$ cat src/rtl/waypoint_table_if.sv
// Waypoint table bus: write port, control strobes and the playback stream.
//   master : the side that loads the table and consumes the stream
//   slave  : the waypoint_table itself
// Signals
//   wr_en/wr_idx/wr_data  table write port (dim 0 in the LSBs of wr_data)
//   wr_err                one-cycle pulse when a write is rejected
//   clear/start/abort     control strobes, loop_mode sampled at start
//   out_valid/out_ready   stream handshake, out_data/out_idx its payload
//   busy/done/count       playback status and live fill count
interface waypoint_table_if #(
   parameter int COORD_W = 8,
   parameter int NDIM    = 2,
   parameter int DEPTH   = 16,
   parameter int IDX_W   = $clog2(DEPTH)
);
   logic                    wr_en;
   logic [IDX_W-1:0]        wr_idx;
   logic [NDIM*COORD_W-1:0] wr_data;
   logic                    wr_err;
   logic                    clear;
   logic                    start;
   logic                    loop_mode;
   logic                    abort;
   logic                    out_valid;
   logic                    out_ready;
   logic [NDIM*COORD_W-1:0] out_data;
   logic [IDX_W-1:0]        out_idx;
   logic                    busy;
   logic                    done;
   logic [IDX_W:0]          count;

   modport master (
      output wr_en, wr_idx, wr_data, clear, start, loop_mode, abort, out_ready,
      input  wr_err, out_valid, out_data, out_idx, busy, done, count
   );

   modport slave (
      input  wr_en, wr_idx, wr_data, clear, start, loop_mode, abort, out_ready,
      output wr_err, out_valid, out_data, out_idx, busy, done, count
   );
endinterface

$ cat src/rtl/waypoint_table.sv
// Writable table of DEPTH waypoints (NDIM coordinates of COORD_W bits each)
// replayed in index order over a valid/ready stream.
// Ports
//   clk  rising-edge clock
//   rst  asynchronous active-high reset
//   bus  waypoint_table_if.slave: write port, clear/start/abort/loop_mode,
//        out_valid/out_ready/out_data/out_idx stream, wr_err, busy, done, count
// The table is writable only while idle; count is a high-water mark of the
// written indices and the memory itself is never reset.
module waypoint_table #(
   parameter int COORD_W = 8,
   parameter int NDIM    = 2,
   parameter int DEPTH   = 16,
   parameter int IDX_W   = $clog2(DEPTH)
) (
   input  logic             clk,
   input  logic             rst,
   waypoint_table_if.slave  bus
);
   localparam int DATA_W = NDIM * COORD_W;
   localparam logic [IDX_W:0] DEPTH_C = (IDX_W+1)'(DEPTH);
   localparam logic [IDX_W:0] ONE_C   = (IDX_W+1)'(1);

   typedef enum logic {IDLE, STREAM} state_t;

   state_t             state_reg;
   logic [DATA_W-1:0]  mem [DEPTH];
   logic [IDX_W:0]     count_reg;
   logic               out_valid_reg;
   logic [DATA_W-1:0]  out_data_reg;
   logic [IDX_W-1:0]   out_idx_reg;
   logic               busy_reg;
   logic               done_reg;
   logic               wr_err_reg;
   logic               loop_reg;

   logic               idle;
   logic               wr_in_range;
   logic               wr_ok;
   logic               wr_reject;
   logic [IDX_W:0]     wr_top;
   logic               last_entry;
   logic [IDX_W-1:0]   next_idx;

   always_comb begin
      idle        = (state_reg == IDLE);
      wr_in_range = ({1'b0, bus.wr_idx} < DEPTH_C);
      // clear takes precedence over a same-cycle write, silently.
      wr_ok       = idle & bus.wr_en & ~bus.clear & wr_in_range;
      wr_reject   = bus.wr_en & (~idle | (~bus.clear & ~wr_in_range));
      wr_top      = {1'b0, bus.wr_idx} + ONE_C;
      last_entry  = ({1'b0, out_idx_reg} == (count_reg - ONE_C));
      next_idx    = out_idx_reg + IDX_W'(1);
   end

   // Table storage: no reset, written only while idle.
   always_ff @(posedge clk) begin
      if (wr_ok) begin
         mem[bus.wr_idx] <= bus.wr_data;
      end
   end

   always_ff @(posedge clk or posedge rst) begin
      if (rst) begin
         state_reg     <= IDLE;
         count_reg     <= '0;
         out_valid_reg <= 1'b0;
         out_data_reg  <= '0;
         out_idx_reg   <= '0;
         busy_reg      <= 1'b0;
         done_reg      <= 1'b0;
         wr_err_reg    <= 1'b0;
         loop_reg      <= 1'b0;
      end else begin
         done_reg   <= 1'b0;
         wr_err_reg <= wr_reject;
         case (state_reg)
            IDLE: begin
               if (bus.clear) begin
                  count_reg <= '0;
               end else if (wr_ok && (wr_top > count_reg)) begin
                  count_reg <= wr_top;
               end
               if (bus.start) begin
                  if (count_reg != '0) begin
                     state_reg     <= STREAM;
                     out_valid_reg <= 1'b1;
                     busy_reg      <= 1'b1;
                     out_idx_reg   <= '0;
                     out_data_reg  <= mem[0];
                     loop_reg      <= bus.loop_mode;
                  end else begin
                     // Nothing to play: report completion immediately.
                     done_reg <= 1'b1;
                  end
               end
            end
            STREAM: begin
               // out_valid is always high here, so ready alone marks a transfer.
               if (bus.abort) begin
                  state_reg     <= IDLE;
                  out_valid_reg <= 1'b0;
                  busy_reg      <= 1'b0;
               end else if (bus.out_ready) begin
                  if (!last_entry) begin
                     out_idx_reg  <= next_idx;
                     out_data_reg <= mem[next_idx];
                  end else if (loop_reg) begin
                     out_idx_reg  <= '0;
                     out_data_reg <= mem[0];
                  end else begin
                     state_reg     <= IDLE;
                     out_valid_reg <= 1'b0;
                     busy_reg      <= 1'b0;
                     done_reg      <= 1'b1;
                  end
               end
            end
            default: state_reg <= IDLE;
         endcase
      end
   end

   assign bus.out_valid = out_valid_reg;
   assign bus.out_data  = out_data_reg;
   assign bus.out_idx   = out_idx_reg;
   assign bus.busy      = busy_reg;
   assign bus.done      = done_reg;
   assign bus.wr_err    = wr_err_reg;
   assign bus.count     = count_reg;
endmodule

$ cat src/flat_wrapper.sv
// flat-port wrapper written by rule: the top's interface ports become plain ports
module waypoint_table_flat 
#(
   parameter int COORD_W = 8,
   parameter int NDIM    = 2,
   parameter int DEPTH   = 16,
   parameter int IDX_W   = $clog2(DEPTH)
)
  (clk, rst, bus_wr_en, bus_wr_idx, bus_wr_data, bus_clear, bus_start, bus_loop_mode, bus_abort, bus_out_ready, bus_wr_err, bus_out_valid, bus_out_data, bus_out_idx, bus_busy, bus_done, bus_count);
  waypoint_table_if #(.COORD_W(COORD_W), .NDIM(NDIM), .DEPTH(DEPTH), .IDX_W(IDX_W)) bus_i ();
  input  logic clk;
  input  logic rst;
  input wire logic [$bits(bus_i.wr_en)-1:0] bus_wr_en;
  input wire logic [$bits(bus_i.wr_idx)-1:0] bus_wr_idx;
  input wire logic [$bits(bus_i.wr_data)-1:0] bus_wr_data;
  input wire logic [$bits(bus_i.clear)-1:0] bus_clear;
  input wire logic [$bits(bus_i.start)-1:0] bus_start;
  input wire logic [$bits(bus_i.loop_mode)-1:0] bus_loop_mode;
  input wire logic [$bits(bus_i.abort)-1:0] bus_abort;
  input wire logic [$bits(bus_i.out_ready)-1:0] bus_out_ready;
  output wire logic [$bits(bus_i.wr_err)-1:0] bus_wr_err;
  output wire logic [$bits(bus_i.out_valid)-1:0] bus_out_valid;
  output wire logic [$bits(bus_i.out_data)-1:0] bus_out_data;
  output wire logic [$bits(bus_i.out_idx)-1:0] bus_out_idx;
  output wire logic [$bits(bus_i.busy)-1:0] bus_busy;
  output wire logic [$bits(bus_i.done)-1:0] bus_done;
  output wire logic [$bits(bus_i.count)-1:0] bus_count;
  assign bus_i.wr_en = bus_wr_en;
  assign bus_i.wr_idx = bus_wr_idx;
  assign bus_i.wr_data = bus_wr_data;
  assign bus_i.clear = bus_clear;
  assign bus_i.start = bus_start;
  assign bus_i.loop_mode = bus_loop_mode;
  assign bus_i.abort = bus_abort;
  assign bus_i.out_ready = bus_out_ready;
  assign bus_wr_err = bus_i.wr_err;
  assign bus_out_valid = bus_i.out_valid;
  assign bus_out_data = bus_i.out_data;
  assign bus_out_idx = bus_i.out_idx;
  assign bus_busy = bus_i.busy;
  assign bus_done = bus_i.done;
  assign bus_count = bus_i.count;
  waypoint_table #(.COORD_W(COORD_W), .NDIM(NDIM), .DEPTH(DEPTH), .IDX_W(IDX_W)) u_core (.clk(clk), .rst(rst), .bus(bus_i));
endmodule
$ cat config.mk
export PLATFORM = sky130hd
export DESIGN_NAME = waypoint_table_flat
export DESIGN_NICKNAME = d
export VERILOG_FILES = /design/src/rtl/waypoint_table_if.sv /design/src/rtl/waypoint_table.sv /design/src/flat_wrapper.sv
export SDC_FILE = /design/constraint.sdc
export NUM_CORES = 1
export LEC_CHECK = 0
export BUFFER_PORTS_ARGS = -buffer_cell sky130_fd_sc_hd__buf_2
export CAP_MARGIN = 10
export CORE_MARGIN = 2
export CORE_UTILIZATION = 55
export DETAILED_ROUTE_END_ITERATION = 16
export GPL_TIMING_DRIVEN = 0
export PLACE_DENSITY = 0.81
export SLEW_MARGIN = 20
export SYNTH_ARGS = -nofsm -noshare
export SYNTH_HDL_FRONTEND = slang
export SYNTH_SLANG_ARGS = --single-unit
$ cat constraint.sdc
create_clock -name clk -period 2.95 [get_ports clk]
set_input_delay 0.1475 -clock clk [delete_from_list [all_inputs] [get_ports clk]]
set_output_delay 0.1475 -clock clk [all_outputs]
set_load 0.02 [all_outputs]
# Word-level counts from Yosys, hierarchy flattened
# Memory sizes are Yosys's and may differ from the RTL's.
# Cells that the tools add are included.
dict set report word_totals {
  input_bits 28
  ff_bits 30
  ram_bits 256
  n_memories 1
  output_inout_bits 29
}
dict set report op_classes {
  bitwise 5
  n_eq_ne 9
  addsub 3
  n_lt_le_gt_ge 1
  reduce_logical 7
  n_mux 39
}
# name words word_bits read_ports rd_clocked_by_memory_dff wr line
set mem_list {}
lappend mem_list {u_core.mem 16 16 2 0 1 waypoint_table.sv:27} ;# logic [DATA_W-1:0] mem [DEPTH];
# cell n
set op_table {}
lappend op_table {{2-to-1 mux 16 bit} 6}
lappend op_table {{one-hot mux 16 bit (2 select lines)} 1}
lappend op_table {{2-to-1 mux 4 bit} 6}
lappend op_table {{2-to-1 mux 1 bit} 20}
lappend op_table {{inequality test 3 bit (second input constant)} 4}
lappend op_table {{2-to-1 mux 5 bit} 2}
lappend op_table {{AND reduction 5 bit} 2}
lappend op_table {{inequality test 2 bit (second input constant)} 4}
lappend op_table {{one-hot mux 4 bit (2 select lines)} 1}
lappend op_table {{one-hot mux 1 bit (2 select lines)} 3}
lappend op_table {{adder 4 x 1 -> 5 bit (second input constant)} 1}
lappend op_table {{equality test 4 x 5 -> 1 bit} 1}
lappend op_table {{greater-than comparator 5 bit} 1}
lappend op_table {{nonzero test 5 bit} 1}
lappend op_table {{subtractor 5 x 1 -> 5 bit (second input constant)} 1}
lappend op_table {{adder 4 x 1 -> 4 bit (second input constant)} 1}
lappend op_table {{bitwise AND 1 bit} 3}
lappend op_table {{AND reduction 3 bit} 1}
lappend op_table {{NOT 1 bit} 2}
lappend op_table {{AND reduction 2 bit} 1}
lappend op_table {{nonzero test 2 bit} 1}
lappend op_table {{logical AND 1 bit} 1}

# Logic depth before layout (Yosys ltp)
dict set report logic_depth {
  depth_word 6
  ltp_mapped 11
  mapped_depth_nobuf 10
}

# Worst setup path after synthesis
# Ideal clock, no wire load.
dict set report synth_path {
  kind {register to register}
  startpoint {register u_core.state_reg}
  endpoint {memory u_core.mem[0][0] in the netlist's numbering, enable pin}
  synth_period_minus_slack_ns 2.598
  stages_incl_launch_ff 6
  t_arrival_ns 2.189
  setup_slack_ns 0.352
  required_time_ns 2.541
  setup_time_ns 0.409
  path_cell_list {dfrtp_1 > clkbuf_1 > nor2_1 > and2_1 > nand2_1 > nor3_1}
}
dict set report synth_between {
  elab_chain_cells 5
}
# item line
set synth_lines {}
lappend synth_lines {{from (decl)} waypoint_table.sv:26} ;# state_t state_reg;
lappend synth_lines {{from (signal assigned)} waypoint_table.sv:65} ;# state_reg <= IDLE;
lappend synth_lines {{from (signal assigned)} waypoint_table.sv:86} ;# state_reg <= STREAM;
lappend synth_lines {{from (signal assigned)} waypoint_table.sv:101} ;# state_reg <= IDLE;
lappend synth_lines {{NOT 1 bit (no source line)} n/a}
lappend synth_lines {{bitwise AND 1 bit (2 in series)} waypoint_table.sv:49} ;# wr_ok = idle & bus.wr_en & ~bus.clear & wr_in_range;
lappend synth_lines {{2-to-1 mux 1 bit} waypoint_table.sv:58} ;# if (wr_ok) begin
lappend synth_lines {{2-to-1 mux 1 bit (not written as such)} waypoint_table.sv:59} ;# mem[bus.wr_idx] <= bus.wr_data;
lappend synth_lines {{to (decl)} waypoint_table.sv:27}
# Every way passes these cells.

# Final worst setup path
dict set report layout_path {
  startpoint {register u_core.out_idx_reg[1] (netlist: u_core.bus.out_idx[1])}
  endpoint {register u_core.out_data_reg[0] (netlist: u_core.bus.out_data[0])}
}
dict set report layout_between {
  elab_chain_cells 6
  word_cells_on_any_way 9
  classes_between {1 x add/sub; 2 x eq/ne; 4 x mux; 1 x reduce/logical; 1 x memory}
}
# item line
set layout_lines {}
lappend layout_lines {{from (decl)} waypoint_table.sv:31} ;# logic [IDX_W-1:0] out_idx_reg;
lappend layout_lines {{from (signal assigned)} waypoint_table.sv:106} ;# out_idx_reg <= next_idx;
lappend layout_lines {{adder 4 x 1 -> 4 bit} waypoint_table.sv:53} ;# next_idx = out_idx_reg + IDX_W'(1);
lappend layout_lines {{memory (16 x 16 bit)} n/a}
lappend layout_lines {{2-to-1 mux 16 bit} waypoint_table.sv:105} ;# if (!last_entry) begin
lappend layout_lines {{2-to-1 mux 16 bit} waypoint_table.sv:104} ;# end else if (bus.out_ready) begin
lappend layout_lines {{2-to-1 mux 16 bit} waypoint_table.sv:100} ;# if (bus.abort) begin
lappend layout_lines {{one-hot mux 16 bit (2 select lines)} waypoint_table.sv:77} ;# case (state_reg)
lappend layout_lines {{to (signal assigned)} waypoint_table.sv:90} ;# out_data_reg <= mem[0];
lappend layout_lines {{to (signal assigned)} waypoint_table.sv:107} ;# out_data_reg <= mem[next_idx];
lappend layout_lines {{to (signal assigned)} waypoint_table.sv:110} ;# out_data_reg <= mem[0];
lappend layout_lines {{to (decl)} waypoint_table.sv:30} ;# logic [DATA_W-1:0] out_data_reg;
# Several ways; a longest one is shown, not always the timed one. The select of a mux whose other input is x is not followed.
# A chain may end at the register's enable or synchronous reset.

==> results.md <==
- Status: complete, no violations
- Syn_area_per_cell: 20.4 sq um
- Max-slew violations: 0
- Clock Latency Late Sink: 0.55 ns
- GR Util met2: 42.4%
- Grt peak-use layer: met2
- Initial antenna violation count: 0
- Row cnt: 52
- Clk slew on worst S/H paths: 0.07 ns
- Nets: 721
- Area growth from synthesis to layout: 17.3%
- Max reg flops: 256
- Yosys reg bits: 286
- Overall Power: 11.5 mW
- Synth Flop Type: edfxtp_1
- Hold crit path type: in -> reg
- Longest Clk Path Bufs: 3
- Routed Antenna Nets: 0
- Post-CTS setup buffer count: 0
- Slew margin rel.: 31.9%
- Sw power: 3.37 mW
- Clock power share: 30.1%
- Final Setup Violations: 0
- Critical Path AT: 3.23 ns
- Die height: 148 um
- Register share of total power: 41.5%
- Power Internal: 8.11 mW
- Worst hold stages: 1
- Drc violations: 0
- Worst R2R Setup Slack: 0.12 ns
- Net Sw Frac: 29.3%
- Post-synth EDFFs: 256
- Pwr dens: 854 mW/mm^2
- Actual slew at the worst max-slew pin: 1.02 ns
- Final setup TNS: 0 ns
- Root buf cell: clkbuf_16
- Ant. Diodes: 0
- Filler instances: 1232
- Crit end category: flop
- Share of cells above drive strength 1: 33.2%
- Initial DRC count: 776
- Drt via density: 6.35
- Register area share after synthesis: 73.6%
- Met3 usage in global routing: 5.18%
- Cells after Synth: 561
- Detailed placement HPWL: 16300 um
- Pre-CTS setup slack: -0.304 ns
- TritonCTS clock tree: yes
- Util after Layout: 66.0%
- Gr ovfl total: 0
- Overall global routing resource usage: 25.3%
- Synth warn: 0
- WL final: 27000 um
- Async set or reset register ratio after synthesis: 10.5%
- Combinational share of power: 28.4%
- M1 GR Usage: 33.7%
- Post-Syn Area: 0.0115 sq mm
- Total core area: 0.0204 sq mm
- Routability cong.: 0.815
- Peak supply drop: 0.000506 V
- Number of distinct library cells after synthesis: 39
- Max Fclk: 0.353 GHz
- Path type of the worst setup path: reg -> reg
- H-Tree Depth: 1
- Vias in the first global route: 6433
- Max FO, Critical Path: 10
- Max-Cap Viols: 0
- Initial Utilization: 56.3%
- Ports: 57
- Hold Violations, Final: 0
- Pin count of the biggest net entering global routing: 31
- Final min period: 2.83 ns
- Syn Nets: 600
- Vias: 6169
- RSZ-0062 raised after global routing: no
- Pre-Repair DR Iteration Count: 5
- Die area: 0.0220 sq mm
- Period utilization: 96.0%
- Reg2reg path depth: 6
- Worst EP required: 3.34 ns
- Clk_skew: 0.0169 ns
- Num CTS Buffers: 27
- Leak: 4.57 nW
- Buffers on Ports: 54
- Clock Sink Count: 286
- First-pass GRT wire length: 40000 um
- Final worst setup slack: 0.117 ns
- Crit start category: flop
- DIE WIDTH: 148 um
- Routed wire per std cell: 27.8 um
logic make-up after synthesis:
logic type | Yosys count | synth area share (%)
fa+ha+maj | 11 | 1.20
buf+inv | 39 | 1.93
compound gates | 40 | 2.04
flops | 286 | 73.6
mux | 97 | 17.2
xor+xnor | 8 | 0.743
simple gates | 80 | 3.23
stage by stage:
step / std cells / hold WS (ns) / instance area (sq um)
floorplan: 561 / 0.238 / 11500
global placement: 885 / 0.384 / 12100
detailed placement: 900 / 0.318 / 12300
CTS: 972 / 0.00429 / 13400
global route: 972 / 0.00633 / 13400
finish: 972 / 0.00618 / 13400
cells in the final DEF (no fill, tap or decap), types with 5 or more instances in the layout:
master,instances
mux4_2,80
o21ai_1,19
nor2_2,7
dfrtp_1,30
mux2i_1,16
clkinv_2,7
nand2b_1,7
buf_6,17
edfxtp_1,256
clkbuf_8,6
nand3_1,6
nor2_1,5
clkbuf_16,27
inv_1,11
clkbuf_1,11
nand2_1,31
ha_1,11
o21ai_0,5
dlygate4sd3_1,23
buf_2,63
buf_4,5
Yosys cell counts (2+ instances only):
cell      instances  area, sq um
nor3_1            7         35.0
xnor2_1           4         35.0
and3_1            3         18.8
buf_4             5         37.5
o22ai_1           2         12.5
nor2b_1           2         12.5
o21ai_1          19         95.1
edfxtp_1        256         7690
nand3_1           6         30.0
a21o_1            2         15.0
nand2b_1          7         43.8
and2_1            3         18.8
nor2_1           16         60.1
o21ai_0           5         25.0
o21a_1            2         15.0
nand3b_1          2         15.0
mux4_2           80         1800
o311ai_0          2         17.5
nand2_1          31          116
mux2i_1          16          160
clkbuf_1          7         26.3
inv_1            12         45.0
dfrtp_1          30          751
xor2_1            2         17.5
buf_2             9         45.0
buf_6             6         67.6
ha_1             11          138
a21oi_1           3         15.0
timing repair:
item                                    4_1_cts  5_1_grt
hold endpoints to repair                    262        0
hold buffers                                 23        0
endpoints found under the setup margin       13        6
resized for setup                             2        1
pin swaps                                     0        0
cell type report:
type	instances	area (sq um)	area share, %
Multi-Input combinational cell	236	2870	21.4
Sequential cell	286	8440	62.8
Clock buffer	39	781	5.81
Timing Repair Buffer	92	684	5.09
Inverter	12	45.0	0.335
Clock inverter	10	104	0.773
Buffer	27	179	1.33
Tap cell	270	338	2.51
power by group through the flow:
| stage | combinational, mW | clock, mW | sequential, mW |
|---|---|---|---|
| after CTS | 3.26 | 3.46 | 4.76 |
| after floorplan | 2.04 | 0 | 4.99 |
| final | 3.26 | 3.46 | 4.76 |
| after global routing | 3.43 | 3.62 | 4.78 |
| after global placement | 3.04 | 0 | 4.82 |
| after detailed placement | 3.16 | 0 | 4.84 |
critical path: stages, from the launching register on:
cell      delay [ns]
dfrtp_1         0.45
ha_1            0.33
clkbuf_1        0.72
mux4_2          0.44
mux4_2          0.47
mux2i_1         0.19
o21ai_1         0.09
per-layer routing:
metal	vias up	share of wire, %
li1	2520	-
met1	3185	37
met2	401	50
met3	63	9.4
met4	0	3.2
met5	-	0
final timing paths:
kind                                                startpoint                             endpoint
setup / recovery             u_core.bus.out_idx[1]$_DFFE_PP0P_   u_core.bus.out_data[0]$_DFFE_PP0P_
setup reg to reg             u_core.bus.out_idx[1]$_DFFE_PP0P_   u_core.bus.out_data[0]$_DFFE_PP0P_
max in group asynchronous                                  rst   u_core.bus.out_data[3]$_DFFE_PP0P_
hold / removal                                 bus_wr_data[11]          u_core.mem[9][11]$_DFFE_PP_
hold reg to reg            u_core.bus.out_data[14]$_DFFE_PP0P_  u_core.bus.out_data[14]$_DFFE_PP0P_
min in group asynchronous                                  rst    u_core.bus.out_idx[1]$_DFFE_PP0P_
No activity file was read; power rests on OpenSTA's default activity.
